==> config.mk <==
export PLATFORM = sky130hd
export DESIGN_NAME = central_register_bank_flat
export DESIGN_NICKNAME = d
export VERILOG_FILES = /design/src/rtl/central_register_bank_if.sv /design/src/rtl/central_register_bank.sv /design/src/flat_wrapper.sv
export SDC_FILE = /design/constraint.sdc
export NUM_CORES = 1
export LEC_CHECK = 0
export CAP_MARGIN = 20
export CORE_MARGIN = 4
export CORE_UTILIZATION = 30
export DETAILED_ROUTE_END_ITERATION = 7
export GPL_TIMING_DRIVEN = 1
export PLACE_DENSITY = 0.47
export SKIP_CTS_REPAIR_TIMING = 1
export SYNTH_ARGS = -nofsm -noshare
export SYNTH_HDL_FRONTEND = slang
export SYNTH_SLANG_ARGS = --single-unit
==> constraint.sdc <==
create_clock -name SIM_CLK -period 1.1 [get_ports SIM_CLK]
set_input_delay 0.22 -clock SIM_CLK [delete_from_list [all_inputs] [get_ports SIM_CLK]]
set_output_delay 0.22 -clock SIM_CLK [all_outputs]
set_load 0.05 [all_outputs]
==> src/rtl/central_register_bank_if.sv <==
// Bus interface between the service-gate decoder (master) and the central register
// bank (slave): write bus, clear/write/read gates, the wire-OR read bus and A overflow.
// When CRB_MON_EN is defined the monitor select/data pair is carried as well.
interface central_register_bank_if #(
  parameter int WIDTH     = 16,
  parameter int MON_IDX_W = 3
);
  logic [WIDTH-1:0] WL;
  logic             CAG, CQG, CZG, CBG;
  logic             CLG1G, CLG2G;
  logic             WAG_n, WLG_n, WQG_n, WZG_n, WBG_n;
  logic             RAG_n, RLG_n, RQG_n, RZG_n;
  logic             RBHG_n, RBLG_n;
  logic [WIDTH-1:0] RL;
  logic             A_OVF;
`ifdef CRB_MON_EN
  logic [MON_IDX_W-1:0] MON_SEL;
  logic [WIDTH-1:0]     MON_DATA;
`endif

  modport master (
    output WL, CAG, CQG, CZG, CBG, CLG1G, CLG2G,
    output WAG_n, WLG_n, WQG_n, WZG_n, WBG_n,
    output RAG_n, RLG_n, RQG_n, RZG_n, RBHG_n, RBLG_n,
    input  RL, A_OVF
`ifdef CRB_MON_EN
    , output MON_SEL, input MON_DATA
`endif
  );

  modport slave (
    input  WL, CAG, CQG, CZG, CBG, CLG1G, CLG2G,
    input  WAG_n, WLG_n, WQG_n, WZG_n, WBG_n,
    input  RAG_n, RLG_n, RQG_n, RZG_n, RBHG_n, RBLG_n,
    output RL, A_OVF
`ifdef CRB_MON_EN
    , input MON_SEL, output MON_DATA
`endif
  );
endinterface

==> src/rtl/central_register_bank.sv <==
// Central register bank: holds A, L, Q, Z, B and responds to decoded clear, write
// and read gates. Clear-then-OR update on each rising SIM_CLK edge, combinational
// wire-OR read bus, registered A overflow flag.
// Optional feature macro CRB_MON_EN adds a registered monitor port (MON_SEL/MON_DATA).
module central_register_bank #(
  parameter int WIDTH     = 16,
  parameter int MON_IDX_W = 3
) (
  input  logic                    SIM_CLK,
  input  logic                    SIM_RST,
  central_register_bank_if.slave  bus
);

  // L is cleared in two pieces: the low part (bits 14:1) and the top two bits (16:15)
  localparam int L_SPLIT = WIDTH - 2;

  logic [WIDTH-1:0] a_q, l_q, q_q, z_q, b_q;
  logic [WIDTH-1:0] a_next, l_next, q_next, z_next, b_next;
  logic [WIDTH-1:0] l_keep;
  logic             a_ovf_q;

  // Next values: clear first, then OR in the write bus; write never overwrites
  always_comb begin
    l_keep = '1;
    if (bus.CLG1G) l_keep[L_SPLIT-1:0]     = '0;
    if (bus.CLG2G) l_keep[WIDTH-1:L_SPLIT] = '0;
    a_next = (bus.CAG ? '0 : a_q) | (bus.WAG_n ? '0 : bus.WL);
    l_next = (l_q & l_keep)       | (bus.WLG_n ? '0 : bus.WL);
    q_next = (bus.CQG ? '0 : q_q) | (bus.WQG_n ? '0 : bus.WL);
    z_next = (bus.CZG ? '0 : z_q) | (bus.WZG_n ? '0 : bus.WL);
    b_next = (bus.CBG ? '0 : b_q) | (bus.WBG_n ? '0 : bus.WL);
  end

  // Register state and the overflow flag derived from the incoming A value
  always_ff @(posedge SIM_CLK or negedge SIM_RST) begin
    if (!SIM_RST) begin
      a_q     <= '0;
      l_q     <= '0;
      q_q     <= '0;
      z_q     <= '0;
      b_q     <= '0;
      a_ovf_q <= 1'b0;
    end else begin
      a_q     <= a_next;
      l_q     <= l_next;
      q_q     <= q_next;
      z_q     <= z_next;
      b_q     <= b_next;
      a_ovf_q <= a_next[WIDTH-1] ^ a_next[WIDTH-2];
    end
  end

  // Wire-OR read bus; B can be read as upper and lower halves independently
  always_comb begin
    bus.RL = '0;
    if (!bus.RAG_n)  bus.RL = bus.RL | a_q;
    if (!bus.RLG_n)  bus.RL = bus.RL | l_q;
    if (!bus.RQG_n)  bus.RL = bus.RL | q_q;
    if (!bus.RZG_n)  bus.RL = bus.RL | z_q;
    if (!bus.RBHG_n) bus.RL = bus.RL | {b_q[WIDTH-1:WIDTH/2], {(WIDTH/2){1'b0}}};
    if (!bus.RBLG_n) bus.RL = bus.RL | {{(WIDTH/2){1'b0}}, b_q[WIDTH/2-1:0]};
  end

  assign bus.A_OVF = a_ovf_q;

`ifdef CRB_MON_EN
  logic [WIDTH-1:0] mon_q;

  // Monitor snapshot of the selected register, one edge behind; unused selects read 0
  always_ff @(posedge SIM_CLK or negedge SIM_RST) begin
    if (!SIM_RST) begin
      mon_q <= '0;
    end else begin
      case (bus.MON_SEL)
        MON_IDX_W'(0): mon_q <= a_q;
        MON_IDX_W'(1): mon_q <= l_q;
        MON_IDX_W'(2): mon_q <= q_q;
        MON_IDX_W'(3): mon_q <= z_q;
        MON_IDX_W'(4): mon_q <= b_q;
        default:       mon_q <= '0;
      endcase
    end
  end

  assign bus.MON_DATA = mon_q;
`endif

endmodule

==> src/flat_wrapper.sv <==
// flat-port wrapper written by rule: the top's interface ports become plain ports
module central_register_bank_flat 
#(
  parameter int WIDTH     = 16,
  parameter int MON_IDX_W = 3
)
  (SIM_CLK, SIM_RST, bus_WL, bus_CAG, bus_CQG, bus_CZG, bus_CBG, bus_CLG1G, bus_CLG2G, bus_WAG_n, bus_WLG_n, bus_WQG_n, bus_WZG_n, bus_WBG_n, bus_RAG_n, bus_RLG_n, bus_RQG_n, bus_RZG_n, bus_RBHG_n, bus_RBLG_n, bus_RL, bus_A_OVF);
  central_register_bank_if #(.WIDTH(WIDTH), .MON_IDX_W(MON_IDX_W)) bus_i ();
  input  logic SIM_CLK;
  input  logic SIM_RST;
  input wire logic [$bits(bus_i.WL)-1:0] bus_WL;
  input wire logic [$bits(bus_i.CAG)-1:0] bus_CAG;
  input wire logic [$bits(bus_i.CQG)-1:0] bus_CQG;
  input wire logic [$bits(bus_i.CZG)-1:0] bus_CZG;
  input wire logic [$bits(bus_i.CBG)-1:0] bus_CBG;
  input wire logic [$bits(bus_i.CLG1G)-1:0] bus_CLG1G;
  input wire logic [$bits(bus_i.CLG2G)-1:0] bus_CLG2G;
  input wire logic [$bits(bus_i.WAG_n)-1:0] bus_WAG_n;
  input wire logic [$bits(bus_i.WLG_n)-1:0] bus_WLG_n;
  input wire logic [$bits(bus_i.WQG_n)-1:0] bus_WQG_n;
  input wire logic [$bits(bus_i.WZG_n)-1:0] bus_WZG_n;
  input wire logic [$bits(bus_i.WBG_n)-1:0] bus_WBG_n;
  input wire logic [$bits(bus_i.RAG_n)-1:0] bus_RAG_n;
  input wire logic [$bits(bus_i.RLG_n)-1:0] bus_RLG_n;
  input wire logic [$bits(bus_i.RQG_n)-1:0] bus_RQG_n;
  input wire logic [$bits(bus_i.RZG_n)-1:0] bus_RZG_n;
  input wire logic [$bits(bus_i.RBHG_n)-1:0] bus_RBHG_n;
  input wire logic [$bits(bus_i.RBLG_n)-1:0] bus_RBLG_n;
  output wire logic [$bits(bus_i.RL)-1:0] bus_RL;
  output wire logic [$bits(bus_i.A_OVF)-1:0] bus_A_OVF;
  assign bus_i.WL = bus_WL;
  assign bus_i.CAG = bus_CAG;
  assign bus_i.CQG = bus_CQG;
  assign bus_i.CZG = bus_CZG;
  assign bus_i.CBG = bus_CBG;
  assign bus_i.CLG1G = bus_CLG1G;
  assign bus_i.CLG2G = bus_CLG2G;
  assign bus_i.WAG_n = bus_WAG_n;
  assign bus_i.WLG_n = bus_WLG_n;
  assign bus_i.WQG_n = bus_WQG_n;
  assign bus_i.WZG_n = bus_WZG_n;
  assign bus_i.WBG_n = bus_WBG_n;
  assign bus_i.RAG_n = bus_RAG_n;
  assign bus_i.RLG_n = bus_RLG_n;
  assign bus_i.RQG_n = bus_RQG_n;
  assign bus_i.RZG_n = bus_RZG_n;
  assign bus_i.RBHG_n = bus_RBHG_n;
  assign bus_i.RBLG_n = bus_RBLG_n;
  assign bus_RL = bus_i.RL;
  assign bus_A_OVF = bus_i.A_OVF;
  central_register_bank #(.WIDTH(WIDTH), .MON_IDX_W(MON_IDX_W)) u_core (.SIM_CLK(SIM_CLK), .SIM_RST(SIM_RST), .bus(bus_i));
endmodule
* Yosys cells after proc, flatten, opt, wreduce, memory -nomap -nowiden
Cells that the tools add are included.
** Word-level totals
- Register bits after elaboration :: 81
- Input port bits :: 35
- Output and inout bits :: 17
- Word-level logic and storage cells :: 35
** Cells by class
- Mux-type cells :: 17
- Bitwise gates (word level) :: 12
** Operators by type and width (number)
- 16-bit two-way mux :: 15
- 16-bit bitwise OR :: 9
- 16-bit bitwise AND :: 1
- 16-bit by 8-bit bitwise OR with 16-bit output :: 1
- 14-bit two-way mux :: 1
- 2-bit two-way mux :: 1
- 1-bit bitwise XOR :: 1

* Longest topological paths before layout
- Word-level depth :: 11
- Gate-level depth with buffers :: 4
- Mapped depth without buffers :: 3

* Worst setup path before layout
OpenSTA, ideal clock, no wires.
- Kind :: input to output
- Start :: in bus_RZG_n
- End :: out bus_RL[10]
- Data arrival time :: 1.382 ns
- Slack :: -0.502 ns
- Stages on the path :: 3
- Path buffers :: 2
- Path through :: clkbuf_1 buf_2 o221ai_1
** On the way
- Longest elaborated chain between the ends :: 5
** RTL lines
- start, declared :: RTL line flat_wrapper.sv:26 : input wire logic [$bits(bus_i.RZG_n)-1:0] bus_RZG_n;
- 16-bit two-way mux * :: RTL line central_register_bank.sv:59 : if (!bus.RZG_n) bus.RL = bus.RL | z_q;
- 16-bit bitwise OR :: RTL line central_register_bank.sv:60 : if (!bus.RBHG_n) bus.RL = bus.RL | {b_q[WIDTH-1:WIDTH/2], {(WIDTH/2){1'b0}}};
- 16-bit two-way mux * :: RTL line central_register_bank.sv:60
- 16-bit by 8-bit bitwise OR with 16-bit output :: RTL line central_register_bank.sv:61 : if (!bus.RBLG_n) bus.RL = bus.RL | {{(WIDTH/2){1'b0}}, b_q[WIDTH/2-1:0]};
- 16-bit two-way mux * :: RTL line central_register_bank.sv:61
- end, declared :: RTL line flat_wrapper.sv:29 : output wire logic [$bits(bus_i.RL)-1:0] bus_RL;
Mark *: on every way between the ends. The rest lies on a longest branch, timed or not.

* Worst setup path in the final report
- Start :: reg u_core.a_q[8]
- End :: out bus_RL[8]
** On the way
- Longest elaborated chain between the ends :: 11
** RTL lines
- start, declared :: RTL line central_register_bank.sv:17 : logic [WIDTH-1:0] a_q, l_q, q_q, z_q, b_q;
- start signal, assigned :: RTL line central_register_bank.sv:44 : a_q <= a_next;
- 16-bit two-way mux * :: RTL line central_register_bank.sv:56 : if (!bus.RAG_n) bus.RL = bus.RL | a_q;
- 16-bit bitwise OR :: RTL line central_register_bank.sv:57 : if (!bus.RLG_n) bus.RL = bus.RL | l_q;
- 16-bit two-way mux * :: RTL line central_register_bank.sv:57
- 16-bit bitwise OR :: RTL line central_register_bank.sv:58 : if (!bus.RQG_n) bus.RL = bus.RL | q_q;
- 16-bit two-way mux * :: RTL line central_register_bank.sv:58
- 16-bit bitwise OR :: RTL line central_register_bank.sv:59
- 16-bit two-way mux * :: RTL line central_register_bank.sv:59
- 16-bit bitwise OR :: RTL line central_register_bank.sv:60
- 16-bit two-way mux * :: RTL line central_register_bank.sv:60
- 16-bit by 8-bit bitwise OR with 16-bit output :: RTL line central_register_bank.sv:61
- 16-bit two-way mux * :: RTL line central_register_bank.sv:61
Marked as above.

==> flow_metrics.py <==
metrics = {
    "outcome": {
        "status": "finished with violations",
        "violations": "setup timing",
    },
    "global_route": {
        "grt_pass1_vias": 2833,
        "antenna_found_initial": 0,
        "gr-total-overflow": 0,
        "grt_max_degree": 31,
        "grtUsageTotal_pct": 16.0,
        "grt_first_pass_wirelength_mm": 16.1,
    },
    "timing": {
        "rsz0062_at_grt": "true",
        "tightest_slew_ps": 363,
        "finalCriticalPeriod_ps": 1800,
        "fmax_mhz": 555,
        "setup_viol": 17,
        "hold_violations": 0,
        "maxSlewViolCount": 0,
        "fin_crit_sh_pct": 164,
        "fin_skew_ps": 0.632,
        "layout_setup_ws_ps": -702,
        "slew-limit-headroom_pct": 75.8,
    },
    "cells_and_area": {
        "antenna_cells": 0,
        "areaGrowthSynthToFinish_pct": 50.8,
        "drive_gt1_share_pct": 23.2,
        "final_nets": 432,
        "final_area_um2": 5030,
    },
    "power_and_ir_drop": {
        "switching_share_pct": 28.4,
        "leakagePower_nw": 2.34,
        "vdd_ir_drop_max_uv": 610,
        "powerDensity_nw_per_um2": 1580,
        "power_frac_seq_pct": 42.5,
        "p_sw_w": 0.00225,
        "clock_power_share_pct": 32.1,
        "pwr-share-comb_pct": 25.4,
        "p_int_w": 0.00568,
    },
    "floorplanning": {
        "placeableCoreArea_um2": 10800,
        "die_area_um2": 12900,
        "rows": 38,
        "start_util_pct": 30.8,
        "io_pins": 52,
        "die_w_um": 113,
        "fp.dieH_um": 113,
    },
    "route": {
        "post_drt_wl_per_cell_um": 19.1,
        "wl_mm": 10.3,
        "route.vias.total": 2769,
        "viasPerCell": 5.12,
        "drt_drc_violations_left": 0,
        "drt-pass1-iter-count": 6,
        "ant_nets": 0,
        "drtIter0Drc": 206,
    },
    "worst_setup_path": {
        "cp_max_fo": 2,
        "crit_path_end_kind": "output pin",
        "crit_slowest_cell": "a222oi_1",
        "regToRegStartpoint": "u_core.a_q[14]",
        "slowest_delay_ps": 400,
        "crit_family": "compound AO/OA/AOI/OAI gates",
        "worst-path-buf-inv": 2,
        "required_ps": 880,
        "crit_start": "u_core.a_q[8]",
        "crit_type": "flip-flop to output pin",
        "cp.arrival_ps": 1580,
        "path_cells": "a222oi_1 > buf_4 > o221ai_4 > buf_12",
        "setup.worst_path.start_class": "flip-flop",
    },
    "clock_network": {
        "clk_latency_ps": 340,
        "root_buffer": "clkbuf_8",
        "path_clk_slew_ps": 80,
        "cts_num_sinks": 81,
        "cts_buffers": 9,
        "cts_tree": "yes",
        "cts_buffer_depth": 2,
        "h-tree-depth": 3,
    },
    "synthesis": {
        "syn_area_um2": 3330,
        "synth.yosys.seq_area_share_pct": 60.8,
        "avgSynthCellArea_um2": 10.5,
        "synth_cell_type_count": 10,
        "yosysWarnings": 0,
        "synth_cells": 319,
        "ys_ff_latch": 81,
        "synth_nets": 354,
    },
    "job": {
        "max_cap_violations": 0,
    },
    "placement": {
        "finalWeightedCongestion": 0.772,
        "hpwl_mm": 6.73,
        "numPortBuffers": 51,
        "dpl_cell_area_um2": 4710,
        "place_ws_ps": -883,
    },
    "min_path": {
        "min_path_type": "primary input to asynchronous set/reset pin",
    },
}
-- final timing paths --
check | end | slack [ps] | cells after the start
worst min-delay path | u_core.z_q[8] | 320 | 2
max in group asynchronous | u_core.q_q[12] | 280 | 3
min in group SIM_CLK | u_core.l_q[15] | 480 | 2
worst max-delay path | bus_RL[8] | -700 | 4
worst min register to register | u_core.l_q[6] | 520 | 2
worst max register to register | u_core.bus.A_OVF | 240 | 3
-- cell families (layout without fill, tap and decap cells) --
logic type                after synthesis  in the layout  synth area share [%]
AOI/OAI and AO/OA                     112            112                  24.0
xor gates and xnor gates                1              1                 0.263
DFF                                    81             81                  60.8
buffers and inverters                 125            207                  14.9
-- cells in the final DEF (no fill, tap or decap) --
| master | netlist | layout |
|---|---|---|
| bufinv_16 | 0 | 3 |
| xor2_1 | 1 | 1 |
| clkbuf_8 | 0 | 9 |
| clkbuf_16 | 0 | 1 |
| buf_12 | 0 | 30 |
| clkinv_4 | 0 | 1 |
| clkinv_2 | 0 | 2 |
| inv_2 | 1 | 1 |
| inv_4 | 0 | 3 |
| inv_1 | 99 | 96 |
| o221ai_4 | 0 | 11 |
| dlymetal6s2s_1 | 0 | 3 |
| dfrtp_1 | 81 | 81 |
| o221ai_2 | 0 | 5 |
| o22ai_1 | 80 | 80 |
| clkinvlp_4 | 0 | 1 |
| clkdlybuf4s50_1 | 0 | 30 |
| dlygate4sd3_1 | 0 | 1 |
| a222oi_1 | 16 | 16 |
| buf_4 | 0 | 26 |
-- cells in the mapped netlist --
cell / instances / area, µm²
o22ai_1: 80 / 500
inv_1: 99 / 372
o221ai_1: 16 / 140
buf_2: 11 / 55.1
inv_2: 1 / 3.75
buf_6: 2 / 22.5
a222oi_1: 16 / 160
xor2_1: 1 / 8.76
dfrtp_1: 81 / 2030
clkbuf_1: 12 / 45.0
-- routing by layer --
layer / part of all wire [%] / wire length (µm) / GRT usage (%) / up-vias
met5: 0 / 0 / 0 / -
met4: 1.1 / 113 / 5.05 / 0
met3: 3.9 / 405 / 2.49 / 8
met2: 48 / 4990 / 25.4 / 69
met1: 47 / 4810 / 22.6 / 1413
li1: - / - / - / 1279
-- registers in the layout, summed over array words and instances (netlist names) --
register          count
u_core.l_q           16
u_core.bus.A_OVF      1
u_core.z_q           16
u_core.b_q           16
u_core.q_q           16
u_core.a_q           16
-- layout make-up --
class / count / area, µm²
fillers: 1017 / 5810
flip-flops and latches: 81 / 2030
repair buffers: 91 / 1170
multi-input cells: 113 / 1030
inverters: 100 / 385
well taps: 140 / 175
clock buffers: 9 / 124
clock inverters: 6 / 108
repair inverters: 1 / 6.26
-- through the flow --
stage          setup TNS [ps]  utilization (%)  cells  hold WS [ps]  power, W
2_1_floorplan           -3380                -    319         -75.6   0.00442
3_3_place_gp           -16310             43.4    519           152   0.00538
3_5_place_dp           -17070             43.4    519           154   0.00541
4_1_cts                -13080             45.6    534          -223   0.00796
5_1_grt                -11400             46.4    541           351   0.00824
6_report               -10060             46.4    541           324   0.00793
-- power groups by stage --
stage	combinational, W	sequential, W	clock (W)
3_3_place_gp	0.00196	0.00341	0
2_1_floorplan	0.00102	0.00341	0
3_5_place_dp	0.00199	0.00342	0
4_1_cts	0.00199	0.00336	0.00260
5_1_grt	0.00214	0.00339	0.00270
6_report	0.00202	0.00337	0.00255
Note: power is estimated with default switching activity, not from simulation.
